<file path="config.mk">
export PLATFORM = sky130hd
export DESIGN_NAME = dc_hex_ascii_stream
export DESIGN_NICKNAME = d
export VERILOG_FILES = /design/src/rtl/dc_hex_ascii_stream_pkg.sv /design/src/rtl/dc_hex_ascii_stream_nibble.sv /design/src/rtl/dc_hex_ascii_stream.sv
export SDC_FILE = /design/constraint.sdc
export NUM_CORES = 1
export LEC_CHECK = 0
export CORE_ASPECT_RATIO = 1.75
export CORE_MARGIN = 4
export CORE_UTILIZATION = 35
export CTS_CLUSTER_SIZE = 30
export DETAILED_ROUTE_END_ITERATION = 8
export SLEW_MARGIN = 20
export SYNTH_ARGS = -nofsm -noshare
export SYNTH_HDL_FRONTEND = slang
export SYNTH_HIERARCHICAL = 1
export SYNTH_SLANG_ARGS = --single-unit
export TNS_END_PERCENT = 100
</file>
<file path="constraint.sdc">
create_clock -name CLK -period 7.1 [get_ports CLK]
set_input_delay 1.42 -clock CLK [delete_from_list [all_inputs] [get_ports CLK]]
set_output_delay 1.42 -clock CLK [all_outputs]
set_load 0.03 [all_outputs]
</file>
<file path="src/rtl/dc_hex_ascii_stream_pkg.sv">
`default_nettype none
// ============================================================================
//  Module   : dc_hex_ascii_stream_pkg
//  Purpose  : Shared ASCII constants and FSM state encoding for the
//             hex-to-ASCII byte streamer.
//  Contents : CHR_0, CHR_A, CHR_X, CHR_CR, CHR_LF, LOWER_OFS, state_e
//  Revision : 1.0 - initial release
// ============================================================================
package dc_hex_ascii_stream_pkg;

  localparam logic [7:0] CHR_0     = 8'h30;
  localparam logic [7:0] CHR_A     = 8'h41;
  localparam logic [7:0] CHR_X     = 8'h78;
  localparam logic [7:0] CHR_CR    = 8'h0D;
  localparam logic [7:0] CHR_LF    = 8'h0A;
  localparam logic [7:0] LOWER_OFS = 8'h20;

  // The state names the kind of byte currently presented on OUT_CHAR.
  typedef enum logic [2:0] {
    ST_IDLE  = 3'd0,
    ST_PFX0  = 3'd1,
    ST_PFX1  = 3'd2,
    ST_DIGIT = 3'd3,
    ST_CR    = 3'd4,
    ST_LF    = 3'd5
  } state_e;

endpackage
`default_nettype wire

</file>
<file path="src/rtl/dc_hex_ascii_stream_nibble.sv">
`default_nettype none
// ============================================================================
//  Module   : hex_nibble_ascii
//  Purpose  : Combinational 4-bit nibble to ASCII hex digit encoder.
//  Ports    : nibble_i [3:0] - value to encode
//             lower_i        - 1 = 'a'-'f', 0 = 'A'-'F'
//             char_o   [7:0] - ASCII character
//  Revision : 1.0 - initial release
// ============================================================================
module hex_nibble_ascii
  import dc_hex_ascii_stream_pkg::*;
(
  input  logic [3:0] nibble_i,
  input  logic       lower_i,
  output logic [7:0] char_o
);

  always_comb begin
    char_o = CHR_0 + {4'h0, nibble_i};
    if (nibble_i > 4'd9) begin
      char_o = CHR_A + {4'h0, nibble_i} - 8'd10;
      if (lower_i) begin
        char_o = char_o | LOWER_OFS;
      end
    end
  end

endmodule
`default_nettype wire

</file>
<file path="src/rtl/dc_hex_ascii_stream.sv">
`default_nettype none
// ============================================================================
//  Module   : dc_hex_ascii_stream
//  Purpose  : Serialises a DATA_W-bit word into ASCII hex bytes:
//             optional "0x", digits MS nibble first, optional CR LF.
//  Ports    : CLK, RST (async, active high)
//             IN_DATA/IN_LOWER/IN_SUPPRESS/IN_VALID/IN_READY - word input
//             OUT_CHAR/OUT_VALID/OUT_READY/OUT_LAST          - byte output
//             BUSY - a word is in progress
//  Revision : 1.0 - initial release
// ============================================================================
module dc_hex_ascii_stream
  import dc_hex_ascii_stream_pkg::*;
#(
  parameter int DATA_W    = 32,
  parameter int PREFIX_EN = 1,
  parameter int TERM_EN   = 1
) (
  input  logic              CLK,
  input  logic              RST,
  input  logic [DATA_W-1:0] IN_DATA,
  input  logic              IN_LOWER,
  input  logic              IN_SUPPRESS,
  input  logic              IN_VALID,
  output logic              IN_READY,
  output logic [7:0]        OUT_CHAR,
  output logic              OUT_VALID,
  input  logic              OUT_READY,
  output logic              OUT_LAST,
  output logic              BUSY
);

  localparam int NIB   = DATA_W / 4;
  localparam int CNT_W = (NIB > 1) ? $clog2(NIB) : 1;

  if ((DATA_W % 4 != 0) || (DATA_W < 4)) begin : g_bad_width
    $error("dc_hex_ascii_stream: DATA_W must be a multiple of 4 and >= 4");
  end

  state_e              state_q, state_d;
  logic [DATA_W-1:0]   data_q, data_d;
  logic                lower_q, lower_d;
  logic [CNT_W-1:0]    cnt_q, cnt_d;
  logic [7:0]          char_q, char_d;
  logic                valid_q, valid_d;
  logic                last_q, last_d;

  logic [CNT_W-1:0]    w_top_nz;
  logic [CNT_W-1:0]    w_start;
  logic [CNT_W-1:0]    w_pad;
  logic [DATA_W-1:0]   w_align;
  logic [DATA_W-1:0]   w_shift;
  logic [3:0]          w_enc_nib;
  logic                w_enc_low;
  logic [7:0]          w_enc;
  logic                w_adv;

  // Leading-zero search: index of the highest nonzero nibble (0 if all zero,
  // which yields the single '0' digit for an all-zero suppressed word).
  always_comb begin
    w_top_nz = '0;
    for (int i = 0; i < NIB; i++) begin
      if (IN_DATA[4*i +: 4] != 4'h0) begin
        w_top_nz = CNT_W'(i);
      end
    end
  end

  assign w_start = IN_SUPPRESS ? w_top_nz : CNT_W'(NIB - 1);
  assign w_pad   = CNT_W'(NIB - 1) - w_start;

  // The word is left-aligned at accept so the digit being shown is always
  // the top nibble of the shift register.
  assign w_align = IN_DATA << {w_pad, 2'b00};
  assign w_shift = data_q << 4;

  // Encoder input: the first digit at accept, the next digit while stepping
  // through DIGIT, otherwise the current top nibble (leaving PFX1).
  always_comb begin
    w_enc_nib = data_q[DATA_W-1 -: 4];
    w_enc_low = lower_q;
    if (state_q == ST_IDLE) begin
      w_enc_nib = w_align[DATA_W-1 -: 4];
      w_enc_low = IN_LOWER;
    end else if (state_q == ST_DIGIT) begin
      w_enc_nib = w_shift[DATA_W-1 -: 4];
    end
  end

  hex_nibble_ascii u_enc (
    .nibble_i (w_enc_nib),
    .lower_i  (w_enc_low),
    .char_o   (w_enc)
  );

  assign w_adv = valid_q && OUT_READY;

  always_comb begin
    state_d = state_q;
    data_d  = data_q;
    lower_d = lower_q;
    cnt_d   = cnt_q;
    char_d  = char_q;
    valid_d = valid_q;
    last_d  = last_q;
    case (state_q)
      ST_IDLE: begin
        if (IN_VALID) begin
          data_d  = w_align;
          lower_d = IN_LOWER;
          cnt_d   = w_start;
          valid_d = 1'b1;
          if (PREFIX_EN != 0) begin
            state_d = ST_PFX0;
            char_d  = CHR_0;
            last_d  = 1'b0;
          end else begin
            state_d = ST_DIGIT;
            char_d  = w_enc;
            last_d  = (w_start == '0) && (TERM_EN == 0);
          end
        end
      end
      ST_PFX0: begin
        if (w_adv) begin
          state_d = ST_PFX1;
          char_d  = CHR_X;
        end
      end
      ST_PFX1: begin
        if (w_adv) begin
          state_d = ST_DIGIT;
          char_d  = w_enc;
          last_d  = (cnt_q == '0) && (TERM_EN == 0);
        end
      end
      ST_DIGIT: begin
        if (w_adv) begin
          if (cnt_q != '0) begin
            data_d = w_shift;
            cnt_d  = cnt_q - CNT_W'(1);
            char_d = w_enc;
            last_d = (cnt_q == CNT_W'(1)) && (TERM_EN == 0);
          end else if (TERM_EN != 0) begin
            state_d = ST_CR;
            char_d  = CHR_CR;
            last_d  = 1'b0;
          end else begin
            state_d = ST_IDLE;
            valid_d = 1'b0;
            last_d  = 1'b0;
          end
        end
      end
      ST_CR: begin
        if (w_adv) begin
          state_d = ST_LF;
          char_d  = CHR_LF;
          last_d  = 1'b1;
        end
      end
      ST_LF: begin
        if (w_adv) begin
          state_d = ST_IDLE;
          valid_d = 1'b0;
          last_d  = 1'b0;
        end
      end
      default: begin
        state_d = ST_IDLE;
        valid_d = 1'b0;
        last_d  = 1'b0;
      end
    endcase
  end

  always_ff @(posedge CLK or posedge RST) begin
    if (RST) begin
      state_q <= ST_IDLE;
      data_q  <= '0;
      lower_q <= 1'b0;
      cnt_q   <= '0;
      char_q  <= 8'h00;
      valid_q <= 1'b0;
      last_q  <= 1'b0;
    end else begin
      state_q <= state_d;
      data_q  <= data_d;
      lower_q <= lower_d;
      cnt_q   <= cnt_d;
      char_q  <= char_d;
      valid_q <= valid_d;
      last_q  <= last_d;
    end
  end

  assign IN_READY  = (state_q == ST_IDLE);
  assign BUSY      = (state_q != ST_IDLE);
  assign OUT_CHAR  = char_q;
  assign OUT_VALID = valid_q;
  assign OUT_LAST  = last_q;

endmodule
`default_nettype wire

</file>
### Word level (Yosys, flattened, before mapping)

Cells that the tools add are included.

| word-level totals | value |
|---|---|
| register bits | 49 |
| output and inout port bits | 12 |
| logic and storage cells | 93 |
| input bits | 38 |

| operators by class | value |
|---|---|
| multiplexer cells | 42 |
| shift-type cells | 1 |
| reduce and logical (&&, ||, !) cells | 21 |
| equal/unequal tests | 14 |
| bitwise operators | 2 |
| $add $sub $neg | 5 |
| magnitude comparators | 1 |

Operator list:

| operator | count |
|---|---|
| 32-bit 2-to-1 mux | 3 |
| 32-bit case mux with 2 select lines | 1 |
| 8-bit 2-to-1 mux | 7 |
| 3-bit 2-to-1 mux | 16 |
| 8-bit case mux with 5 select lines | 1 |
| 32-bit by 5-bit << shifter with 32-bit output | 1 |
| 4-bit nonzero test | 7 |
| 3-bit case mux with 6 select lines | 1 |
| 2-bit inequality test, second input constant | 7 |
| 7-bit by 4-bit adder with 8-bit output, first input constant | 1 |
| 4-bit 2-to-1 mux | 2 |
| 4-bit AND reduction | 2 |
| 8-bit by 4-bit subtractor with 8-bit output, second input constant | 1 |
| 6-bit by 4-bit adder with 7-bit output, first input constant | 1 |
| 7-bit AND reduction | 1 |
| 3-bit by 2-bit == test with 1-bit output, second input constant | 2 |
| 3-bit == test, second input constant | 2 |
| 1-bit 2-to-1 mux | 6 |
| 6-bit 2-to-1 mux | 1 |
| 3-bit case mux with 2 select lines | 1 |
| 6-bit AND reduction | 1 |
| 3-bit nonzero test | 2 |
| 5-bit nonzero test | 1 |
| 4-bit > comparator, second input constant | 1 |
| 15 further kinds | 17 |

### Logic depth before layout (Yosys ltp)

Gate-level depths: netlist (run 1).

| depth | value |
|---|---|
| word-level depth | 19 |
| gate-level depth with buffers | 19 |
| mapped depth without buffers | 16 |

### Cells and area by module

The synthesis (run 1) kept the hierarchy.

By module, submodules not included:

| module | seq. area each (um^2) | instances | cells each | area an instance (um^2) |
|---|---|---|---|---|
| dc_hex_ascii_stream | 1226.2 | 1 | 437 | 3418.3 |
| hex_nibble_ascii | 0.0 | 1 | 16 | 113.9 |

### Worst setup path before layout (run 1)

OpenSTA, ideal clock, no wires.

| timing path | value |
|---|---|
| path kind | input to register |
| from | in IN_DATA[21] |
| to | reg char_q[5] (netlist: OUT_CHAR[5]) |
| stages | 16 |
| data required time | 6.967 ns |
| setup slack | 2.721 ns |
| library setup time | 0.133 ns |
| data arrival time | 4.246 ns |
| cells stage by stage | or4_1 a211oi_2 or2_1 buf_4 buf_6 nand2_1 a22oi_1 a21oi_1 a21oi_1 inv_1 ha_1 nor2_2 o21ai_2 or3_1 a21oi_1 o21ai_0 |

| between the ends | value |
|---|---|
| cells in the longest elaborated chain, start to end | 15 |

RTL lines:

| item | line | RTL |
|---|---|---|
| start: declaration | dc_hex_ascii_stream.sv:21 | `input logic [DATA_W-1:0] IN_DATA,` |
| 4-bit nonzero test (*) | dc_hex_ascii_stream.sv:63 | `if (IN_DATA[4*i +: 4] != 4'h0) begin` |
| 3-bit 2-to-1 mux (*) (3 in series) | dc_hex_ascii_stream.sv:63 |  |
| 3-bit 2-to-1 mux (*) | dc_hex_ascii_stream.sv:69 | `assign w_start = IN_SUPPRESS ? w_top_nz : CNT_W'(NIB - 1);` |
| 3-bit subtractor (*) | dc_hex_ascii_stream.sv:70 | `assign w_pad = CNT_W'(NIB - 1) - w_start;` |
| 32-bit by 5-bit << shifter with 32-bit output (*) | dc_hex_ascii_stream.sv:74 | `assign w_align = IN_DATA << {w_pad, 2'b00};` |
| 4-bit 2-to-1 mux (*) | dc_hex_ascii_stream.sv:82 | `if (state_q == ST_IDLE) begin` |
| named net w_enc_nib[0] | dc_hex_ascii_stream.sv:53 | `logic [3:0] w_enc_nib;` |
| 7-bit by 4-bit adder with 8-bit output | dc_hex_ascii_stream_nibble.sv:21 | `char_o = CHR_A + {4'h0, nibble_i} - 8'd10;` |
| 8-bit by 4-bit subtractor with 8-bit output | dc_hex_ascii_stream_nibble.sv:21 |  |
| 6-bit 2-to-1 mux | dc_hex_ascii_stream_nibble.sv:22 | `if (lower_i) begin` |
| 8-bit 2-to-1 mux (*) | dc_hex_ascii_stream_nibble.sv:20 | `if (nibble_i > 4'd9) begin` |
| named net w_enc[5] | dc_hex_ascii_stream.sv:55 | `logic [7:0] w_enc;` |
| 8-bit 2-to-1 mux | dc_hex_ascii_stream.sv:139 | `if (cnt_q != '0) begin` |
| 8-bit 2-to-1 mux | dc_hex_ascii_stream.sv:138 | `if (w_adv) begin` |
| 8-bit case mux with 5 select lines (*) | dc_hex_ascii_stream.sv:106 | `case (state_q)` |
| end signal: assignment | dc_hex_ascii_stream.sv:191 | `char_q <= char_d;` |
| end: declaration | dc_hex_ascii_stream.sv:44 | `logic [7:0] char_q, char_d;` |

The timed path passes the listed nets; every way through them passes the cells marked *. The select of a mux whose other input is x is not followed.
A chain may end at the register's enable or synchronous reset.

### Final worst setup path (run 1)

| timing path | value |
|---|---|
| from | in IN_DATA[28] |
| to | reg char_q[5] (netlist: OUT_CHAR[5]) |

| between the ends | value |
|---|---|
| cells in the longest elaborated chain, start to end | 13 |

RTL lines:

| item | line |
|---|---|
| 4-bit nonzero test | dc_hex_ascii_stream.sv:63 |
| 3-bit 2-to-1 mux | dc_hex_ascii_stream.sv:63 |
| 3-bit 2-to-1 mux | dc_hex_ascii_stream.sv:69 |
| 3-bit subtractor | dc_hex_ascii_stream.sv:70 |
| 32-bit by 5-bit << shifter with 32-bit output (*) | dc_hex_ascii_stream.sv:74 |
| 4-bit 2-to-1 mux (*) | dc_hex_ascii_stream.sv:82 |
| named net w_enc_nib[0] | dc_hex_ascii_stream.sv:53 |
| 7-bit by 4-bit adder with 8-bit output | dc_hex_ascii_stream_nibble.sv:21 |
| 8-bit by 4-bit subtractor with 8-bit output | dc_hex_ascii_stream_nibble.sv:21 |
| 6-bit 2-to-1 mux | dc_hex_ascii_stream_nibble.sv:22 |
| 8-bit 2-to-1 mux (*) | dc_hex_ascii_stream_nibble.sv:20 |
| named net w_enc[5] | dc_hex_ascii_stream.sv:55 |
| 8-bit 2-to-1 mux | dc_hex_ascii_stream.sv:139 |
| 8-bit 2-to-1 mux | dc_hex_ascii_stream.sv:138 |
| 8-bit case mux with 5 select lines (*) | dc_hex_ascii_stream.sv:106 |

Marked as above.

==> results of run 1 <==
critical path, stage by stage:
cell and delay [ns]:
clkdlybuf4s50_1 0.42, nor4_1 0.33, and2_1 0.55, nand3_1 0.80
a31oi_1 0.40, a21oi_1 0.13, a21oi_1 0.18, a21oi_1 0.17
ha_1 0.26, nor2_2 0.13, o21ai_2 0.10, or3_1 0.36
a21oi_1 0.12, o21ai_0 0.08
power groups by stage:
stage | Combinational, W | Clock [W] | Sequential, W
floorplan | 0.0000323 | 0 | 0.000286
global placement | 0.0000727 | 0 | 0.000286
detailed placement | 0.0000724 | 0 | 0.000286
CTS | 0.0000725 | 0.000283 | 0.000280
global route | 0.0000790 | 0.000295 | 0.000280
finish | 0.0000730 | 0.000284 | 0.000280
worst max-delay path by stage:
stage | from | end | cells past startpoint
3_5_place_dp | IN_DATA[28] | OUT_CHAR[5] | 14
4_1_cts | IN_DATA[28] | OUT_CHAR[5] | 14
6_report | IN_DATA[28] | OUT_CHAR[5] | 14
5_1_grt | IN_DATA[28] | OUT_CHAR[3] | 14
3_3_place_gp | IN_DATA[28] | OUT_CHAR[5] | 14
2_1_floorplan | IN_DATA[21] | OUT_CHAR[5] | 16
per-layer routing:
| metal | track usage, % | vias to the layer above | share of wire (%) |
|---|---|---|---|
| li1 | - | 1703 | - |
| met1 | 20.29 | 1665 | 39 |
| met2 | 33.36 | 122 | 50 |
| met3 | 2.924 | 41 | 4.7 |
| met4 | 12.03 | 0 | 6.1 |
| met5 | 0 | - | 0 |
cells in the final DEF, fill, tap and decap left out, types with 5 or more instances in the layout:
master and n:
clkdlybuf4s50_1 49, a211oi_1 8, clkbuf_16 5, a22oi_1 8
nand3_1 12, and2_1 6, inv_1 11, and3_1 8
nand2_1 77, dfrtp_1 49, mux2i_1 19, o21ai_0 40
o21ai_1 20, nor2_1 27, a31oi_1 10, a21oi_1 40
flip-flops by register name, indices dropped and copies added (netlist names):
register / flops
state_q: 3
OUT_VALID: 1
data_q: 32
OUT_LAST: 1
lower_q: 1
cnt_q: 3
OUT_CHAR: 8
final cells by class:
cell class	instances	area (sq um)
Timing Repair Buffer	52	513.0
Tap cell	125	156.4
Sequential cell	49	1226
Clock buffer	7	142.6
Clock inverter	1	30.03
Multi-Input combinational cell	360	2112
Fill cell	1021	5623
Inverter	12	46.29
cells in the mapped netlist (4+ instances only):
master     instances  area, sq um
a31oi_1           11        68.82
a21oi_1           40        200.2
a32o_1             4        40.04
nor2_1            27        101.4
buf_2              9        45.04
ha_1               4        50.05
o22ai_1            4        25.02
clkbuf_1          17        63.81
dfrtp_1           49         1226
o21ai_1           20        100.1
inv_1             12        45.04
nor2_2             4        25.02
nand3_1           12        60.06
o31ai_1            5        37.54
and3_1             8        50.05
a211oi_1           8        60.06
nand2_1           77        289.0
a2bb2oi_1          4        35.03
a22oi_1            8        60.06
mux2i_1           19        190.2
and2_1             6        37.54
nor3_1             4        20.02
o21ai_0           40        200.2
cell families (layout without fill, tap and decap cells):
| kind of cell | count (synthesis) | count (layout) | share of synthesized area, % |
|---|---|---|---|
| xor gates and xnor gates | 1 | 1 | 0.2480 |
| other | 1 | 1 | 0.1062 |
| DFF | 49 | 49 | 34.71 |
| buffers and inverters | 44 | 72 | 6.057 |
| and+or+nand+nor | 165 | 165 | 22.07 |
| adders and majority gates | 4 | 4 | 1.417 |
| muxes | 21 | 21 | 6.022 |
| AOI/OAI and AO/OA | 168 | 168 | 29.37 |
per-stage QoR:
step           hold slack, ns  instances  cell area [sq um]  setup WS, ns
2_1_floorplan          0.4398        453               3532         2.721
3_3_place_gp           0.4538        598               4053         1.552
3_5_place_dp           0.4677        598               4053         1.495
4_1_cts                0.4830        606               4225         1.787
5_1_grt                0.4993        606               4227         1.365
6_report               0.4782        606               4227         1.746
==> impl_results.md, run 1 <==
- Number of synthesized flops with an enable pin: 0
- Vias in the first global route: approximately 3500
- Clock Latency Late Sink: 0.29 ns
- H-tree depth: 2
- Final slew viol count: 0
- Critical Path Sink Type: flip-flop
- MaxCap Viol Count: 0
- Final period util: 75.41%
- Worst endpoint required time: a little over 7 ns
- Hold_buf cts: 0
- Cell variety after synth: slightly below 60
- Die Wd: about 84 microns
- Die H: between 100 and 150 microns
- Hold Path Cell Cnt: 2
- Synth warnings: 6
- Critical Path Source Type: input pin
- DRT antenna net count: 0
- Total CTS buffers: 5
- Clk sinks: about 50
- Core Area: roughly 0.01 sq mm
- IO Pins: 50
- Placer Congestion: slightly below 1
- Async S/R FF share, synth: 100.0%
- Fmax achieved: ~190 MHz
- TritonRoute pass-1 iters: 4
- Cell Int Power: between 0.0004 and 0.0005 W
- Seq pwr share: a little over two fifths
- NetSw: roughly 0.00015 W
- Slew margin rel.: just under 30%
- Initial Utilization: 35.86%
- Average vias per placed instance: about 5.8
- Worst hold path type: reg2reg
- CP arrival: 5.48 ns
- Post-CTS sizing: 0
- CTS Root Cell: clkbuf_16
- Sw frac: about a quarter
- Status: finished clean
- Synth Flop Type: dfrtp_1
- CTS clk-pin slew, worst paths: 0.07 ns
- Largest net degree at the start of global routing: 50
- Sequential area share after synthesis: roughly a third
- Number of diodes: 0
- Via Count: 3531
- Pwr dens: 150.8 mW/mm^2
- CTS tree: done
- Clock share of power: approximately 45%
- Remaining global-route overflow: 0
- Post-CTS setup buffers: 0
- Hold path startpoint: data_q[17]
- Endpoints failing hold: 0
- Total Wirelength: roughly 11000 microns
- Leakage power: 1.739 nW
- Final core occ: a little over two fifths
- Avg WL per Cell: around 18 microns
- Reg-to-reg startpoint: state_q[2]
- Post-synthesis net count: 495
- CP Max Fanout: 24
- First DRT Iteration DRCs: ~170
- Peak supply drop: roughly 0.000097 V
- Antenna violations before repair: 0
- Die ar.: ~0.012 sq mm
- Clock skew: 0.01059 ns
- # setup viols final: 0
- First-pass GRT wire length: approximately 18000 microns
- WS Path Type: in2reg
- Overall power: around 0.00064 W
- TNS Setup: 0 ns
- Clock Path Buffers: 2
- DRC viols: 0
- Mean post-synth cell area: between 7 and 8 sq um
- Post-synthesis register bit count: 49
- # rows: 48
- Post-synthesis cell area: about 0.0035 sq mm
- Worst slew pin tran: 1.056 ns
- RSZ-0062 raised after global routing: no
- Area Overhead vs Synth: 19.66%
- Share of cells above drive strength 1: approximately 5.6%
- Reg2reg setup slack: about 3.8 ns
- Detailed Place HPWL: roughly 8600 microns
- Cells after Synth: between 400 and 500
- Fin nets: ~520
- Hold endpoint: data_q[17]
- Logic pwr share: 11.5%
- R2r worst-path depth: 12
- Total track usage: a little under a fifth
- Port Buffers: just under 50
- FF-to-FF End: OUT_CHAR[5]
- Final min period: between 5 and 6 ns
No activity file was read; power rests on OpenSTA's default activity.
==> run 2, diff against run 1 <==
==> constraint.sdc (replaced) <==
create_clock -name CLK -period 5 [get_ports CLK]
set_input_delay 1 -clock CLK [delete_from_list [all_inputs] [get_ports CLK]]
set_output_delay 1 -clock CLK [all_outputs]
set_load 0.03 [all_outputs]
==> run 2 against run 1 <==
  * Cell count increased by 4.3%
  * Clock power increased by 42%
  * Die area unchanged
  * Critical path type unchanged
  * Largest cell class unchanged
==> impl_results.md, run 2 (synthesis results as in run 1) <==
- Remaining global-route overflow: 0
- DRT antenna net count: 0
- Worst path buffer plus inverter count: 2
- Hold Path Cell Cnt: 2
- RSZ-0062 raised after global routing: no
- Pre-CTS WS: between 0.15 and 0.2 ns
- Biggest register: data_q
- Total CTS buffers: 5
- CTS tree: done
- Most frequent cells in the layout: nand2_1 (77), dfrtp_1 (49), clkdlybuf4s50_1 (49), a21oi_1 (40), o21ai_0 (39)
- Hold endpoint: OUT_CHAR[6]
- IO Pins: 50
- # setup viols final: 0
- Worst slew pin tran: around 1.1 ns
- CP arrival: ~4.7 ns
- Average vias per placed instance: approximately 5.7
- Post-CTS setup buffers: 0
- Number of diodes: 0
- Core Area: 0.009849 sq mm
- Area Overhead vs Synth: 25.19%
- CP Max Fanout: 8
- WS Path Type: in2reg
- # fillers: 1015
- First-pass GRT wire length: 18880 microns
- Overall power: between 0.0009 and 0.001 W
- Clock skew: roughly 0.0094 ns
- TNS Setup: 0 ns
- CTS Root Cell: clkbuf_16
- H-tree depth: 2
- Port Buffers: ~50
- Critical Path Source Type: input pin
- Hold path startpoint: OUT_CHAR[6]
- TritonRoute pass-1 iters: 5
- CTS clk-pin slew, worst paths: about 0.070 ns
- Most used cell along the critical path: a21oi_1
- Via Count: approximately 3600
- Status: finished clean
- Detailed Place HPWL: 9456 microns
- CP Cell Sequence: clkdlybuf4s50_1, nor4_2, o21ai_1, nor2_2, o21ai_0, a21oi_1, a21oi_1, a21oi_1, inv_1, ha_1, nor2_2, o21ai_0, and3b_1, a221oi_1, a22oi_1
- Worst endpoint required time: approximately 5.2 ns
- Die Wd: ~84 microns
- Endpoints failing hold: 0
- Avg WL per Cell: 18.97 microns
- FF-to-FF End: OUT_CHAR[3]
- Final slew viol count: 0
- R2r worst-path depth: 12
- DRC viols: 0
- Leakage power: around 1.9 nW
- Max reg flops: 32
- Antenna violations before repair: 0
- Placer Congestion: 0.9561
- Hold_buf cts: 0
- Total track usage: roughly a fifth
- Worst hold path type: reg2reg
- Fin nets: between 500 and 600
- First DRT Iteration DRCs: 189
- Clk sinks: between 40 and 50
- Initial Utilization: between 30% and 40%
- Slew margin rel.: slightly below 30%
- Peak supply drop: between 0.0001 and 0.00015 V
- Fmax achieved: around 220 MHz
- Final setup margin: around 0.45 ns
- Largest net degree at the start of global routing: 50
- Commonest non-fill, non-tap cell in the layout: nand2_1
- Crit path max-delay family: compound AO/OA/AOI/OAI gates
- Total Wirelength: ~12000 microns
- Crit-path max cell delay: 0.69 ns
- Post-CTS sizing: 0
- Critical Path Sink Type: flip-flop
- Share of cells above drive strength 1: 10.45%
- Vias in the first global route: between 3000 and 4000
- Die ar.: about 0.012 sq mm
- Pwr dens: around 210 mW/mm^2
- Clock Latency Late Sink: 0.30 ns
- Die H: approximately 140 microns
- Multi-input logic area: ~0.0021 sq mm
- Seq. cell area: 0.001226 sq mm
- Crit path max-delay cell type: nor4_2
- # rows: 48
- Clock Path Buffers: 2
- MaxCap Viol Count: 0
- Reg2reg setup slack: between 1.5 and 2 ns
- Final period util: 91.08%
- Reg-to-reg startpoint: state_q[2]
- Final min period: ~4.6 ns
run 2: metal layers:
layer | vias up | track usage, % | share of wire [%]
met1 | 1704 | 21.28 | 37
met4 | 0 | 11.44 | 4.8
met5 | - | 0 | 0
met3 | 35 | 2.573 | 4.2
li1 | 1752 | - | -
met2 | 135 | 38.19 | 54
run 2: worst max path at each step:
stage,startpoint,endpoint,slack [ns],cells past startpoint
6_report,IN_DATA[17],OUT_CHAR[3],0.45,15
5_1_grt,IN_DATA[17],OUT_CHAR[3],0.19,15
4_1_cts,IN_DATA[17],OUT_CHAR[3],0.47,15
3_5_place_dp,IN_DATA[17],OUT_CHAR[3],0.16,15
3_3_place_gp,IN_DATA[17],OUT_CHAR[3],0.13,15
2_1_floorplan,IN_DATA[21],OUT_CHAR[5],1.04,16
run 2: metrics by stage:
stage / std cells / util, % / area (sq um) / hold WS (ns)
final: 632 / 44.89 / 4422 / 0.4734
after floorplan: 453 / - / 3532 / 0.4398
after global routing: 632 / 44.89 / 4422 / 0.5027
after detailed placement: 624 / 43.13 / 4248 / 0.4646
after CTS: 632 / 44.88 / 4420 / 0.4806
after global placement: 624 / 43.13 / 4248 / 0.4556
run 2: layout make-up:
type,count,area share [%]
clock buffer,7,3.226
timing repair buffer,78,16.02
inverter,12,1.047
sequential,49,27.73
tap,125,3.537
multi-input combinational,360,47.76
clock inverter,1,0.6791
run 2: worst register-to-register path, delay by kind of cell, from the launching register on:
| family | cells | cell delay (ns) |
|---|---|---|
| simple gates | 6 | 1.54 |
| buf+inv | 1 | 0.18 |
| compound gates | 4 | 0.56 |
| flops | 1 | 0.55 |
| fa+ha+maj | 1 | 0.19 |
run 2: power by group:
part / leakage [nW] / switching [W] / total (W) / internal (W)
Clock: 0.0841 / 0.000152 / 0.000402 / 0.000250
Sequential: 0.665 / 0.00000116 / 0.000398 / 0.000397
Combinational: 1.12 / 0.0000613 / 0.000113 / 0.0000518
Total: 1.87 / 0.000214 / 0.000914 / 0.000699
==> run 3, diff against run 2 <==
--- a/config.mk
+++ b/config.mk
@@ -5,7 +5,7 @@
 export SDC_FILE = /design/constraint.sdc
 export NUM_CORES = 1
 export LEC_CHECK = 0
-export CORE_ASPECT_RATIO = 1.75
+export CORE_ASPECT_RATIO = 1.2
 export CORE_MARGIN = 4
 export CORE_UTILIZATION = 35
 export CTS_CLUSTER_SIZE = 30
==> run 3 against run 2 <==
  * Via count hardly changed
  * Sequential power hardly changed
  * Cell count is 1.4% lower
  * Die area is 0.48% lower
  * Total power is 0.15% lower
  * Sequential cell count stayed put
  * Core utilization is 0.11 points higher
  * Setup slack worse by 0.14 ns
  * Combinational power hardly changed
  * Critical endpoint is now OUT_CHAR[5]
  * Largest power group unchanged
  * Highest routed layer unchanged
==> impl_results.md, run 3 (synthesis results as in run 1) <==
- Status: finished clean
- Worst endpoint required time: roughly 5.1 ns
- Area Overhead vs Synth: 23.73%
- RSZ-0062 raised after global routing: no
- Total track usage: about a fifth
- MaxCap Viol Count: 0
- Remaining global-route overflow: 0
- Clock skew: 0.004692 ns
- Critical Path Source Type: input pin
- Total Wirelength: ~11000 microns
- H-tree depth: 2
- Total CTS buffers: 5
- Non-Filler Instances: approximately 620
- Seq pwr share: between 40% and 50%
- CP arrival: 4.83 ns
- CP Max Fanout: 10
- Via Count: roughly 3600
- Crit-path max cell delay: around 0.58 ns
- Hold Slack: between 0.4 and 0.5 ns
- Worst path buffer plus inverter count: 3
- Placed Cells: between 600 and 700
- DRC viols: 0
- Fmax achieved: roughly 210 MHz
- Fin nets: between 500 and 600
- Port Buffers: 49
- Vias in the first global route: about 3600
- Die Wd: between 90 and 100 microns
- Max reg flops: 32
- # rows: 39
- Post-CTS sizing: 0
- Worst slew pin tran: 0.8714 ns
- Final min period: approximately 4.7 ns
- CTS clk-pin slew, worst paths: 0.06 ns
- Die ar.: 0.01177 sq mm
- First-pass GRT wire length: about 19000 microns
- Cell Int Power: 0.0006967 W
- Peak supply drop: 0.0001194 V
- Leakage power: between 1.5 and 2 nW
- Biggest register: data_q
- NetSw: around 0.00022 W
- Hold_buf cts: 0
- Pwr dens: around 210 mW/mm^2
- Clock Path Buffers: 2
- Multi-input logic area: ~0.0021 sq mm
- Endpoints failing hold: 0
- Critical Path Sink Type: flip-flop
- # fillers: a little over 1000
- Share of cells above drive strength 1: under 10%
- Avg WL per Cell: between 15 and 20 microns
- Slew margin rel.: between 40% and 50%
- Post-CTS setup buffers: 0
- Worst hold path type: reg2reg
- Final period util: 93.92%
- Final core occ: 45.01%
- Placer Congestion: approximately 0.95
- TritonRoute pass-1 iters: 4
- DRT antenna net count: 0
- First DRT Iteration DRCs: about 200
- Clock Latency Late Sink: about 0.29 ns
- Die H: approximately 120 microns
- Crit path max-delay cell type: or4_1
- Number of diodes: 0
- Logic pwr share: around 12%
- Crit path max-delay family: simple AND/OR/NAND/NOR gates
- Seq. cell area: around 0.0012 sq mm
- Core Area: slightly below 0.01 sq mm
- CTS tree: done
- WS Path Type: in2reg
- Initial Utilization: a little over a third
- CP Cell Sequence: clkdlybuf4s50_1, or4_1, a211oi_2, or2_1, buf_4, a31oi_1, a21oi_1, a211oi_1, a21oi_1, inv_1, ha_1, nor2_2, o21ai_2, or3_1, a21oi_1, o21ai_0
- Commonest non-fill, non-tap cell in the layout: nand2_1
- Sw frac: 23.62%
- Detailed Place HPWL: 8737 microns
- Average vias per placed instance: 5.822
- # setup viols final: 0
- Antenna violations before repair: 0
- Clk sinks: 49
- TNS Setup: 0 ns
- Most frequent cells in the layout: nand2_1 (77), dfrtp_1 (49), clkdlybuf4s50_1 (49), a21oi_1 (40), o21ai_0 (39)
- Final slew viol count: 0
- Most used cell along the critical path: a21oi_1
- CTS Root Cell: clkbuf_16
- Largest net degree at the start of global routing: 50
- IO Pins: 50
- Clock share of power: ~44%
run 3: tightest hold or removal path: cells and delay by family, from the launching register on:
| family | cells | cell delay (ns) |
|---|---|---|
| AND/OR/NAND/NOR | 2 | 0.10 |
| flip-flops | 1 | 0.34 |
run 3: final timing paths:
check	from	endpoint	depth (start not counted)	slack (ns)
max	IN_DATA[4]	OUT_CHAR[5]	16	0.30
min	OUT_CHAR[6]	OUT_CHAR[6]	2	0.47
max reg2reg	state_q[2]	OUT_CHAR[5]	11	1.67
min reg2reg	OUT_CHAR[6]	OUT_CHAR[6]	2	0.47
max in group asynchronous	RST	data_q[10]	2	3.30
min in group asynchronous	RST	data_q[31]	2	1.18
run 3: area by class of cell:
| class | count | share of cell area [%] |
|---|---|---|
| Sequential cell | 49 | 28.06 |
| Timing Repair Buffer | 71 | 15.00 |
| Clock inverter | 2 | 0.8589 |
| Inverter | 12 | 1.059 |
| Multi-Input combinational cell | 360 | 48.33 |
| Tap cell | 123 | 3.521 |
| Clock buffer | 6 | 3.178 |
run 3: layer usage:
layer	vias up	global-route usage [%]	share of wire, %
li1	1741	-	-
met1	1731	25.11	43
met2	129	32.51	49
met3	26	2.905	4.7
met4	0	7.344	3.5
met5	-	0	0
run 3: power groups by stage:
stage | clock network [W] | logic (W) | registers [W]
2_1_floorplan | 0 | 0.0000459 | 0.000406
4_1_cts | 0.000410 | 0.000110 | 0.000398
5_1_grt | 0.000425 | 0.000120 | 0.000398
3_3_place_gp | 0 | 0.000110 | 0.000406
3_5_place_dp | 0 | 0.000110 | 0.000406
6_report | 0.000404 | 0.000110 | 0.000398
run 3: through the flow:
stage | worst slack [ns] | total power (W) | instance area (sq um)
after floorplan | 1.041 | 0.0004516 | 3532
after global placement | 0.3038 | 0.0005158 | 4193
after detailed placement | 0.05883 | 0.0005154 | 4193
after CTS | 0.3666 | 0.0009178 | 4369
after global routing | 0.008952 | 0.0009426 | 4370
final | 0.3038 | 0.0009122 | 4370
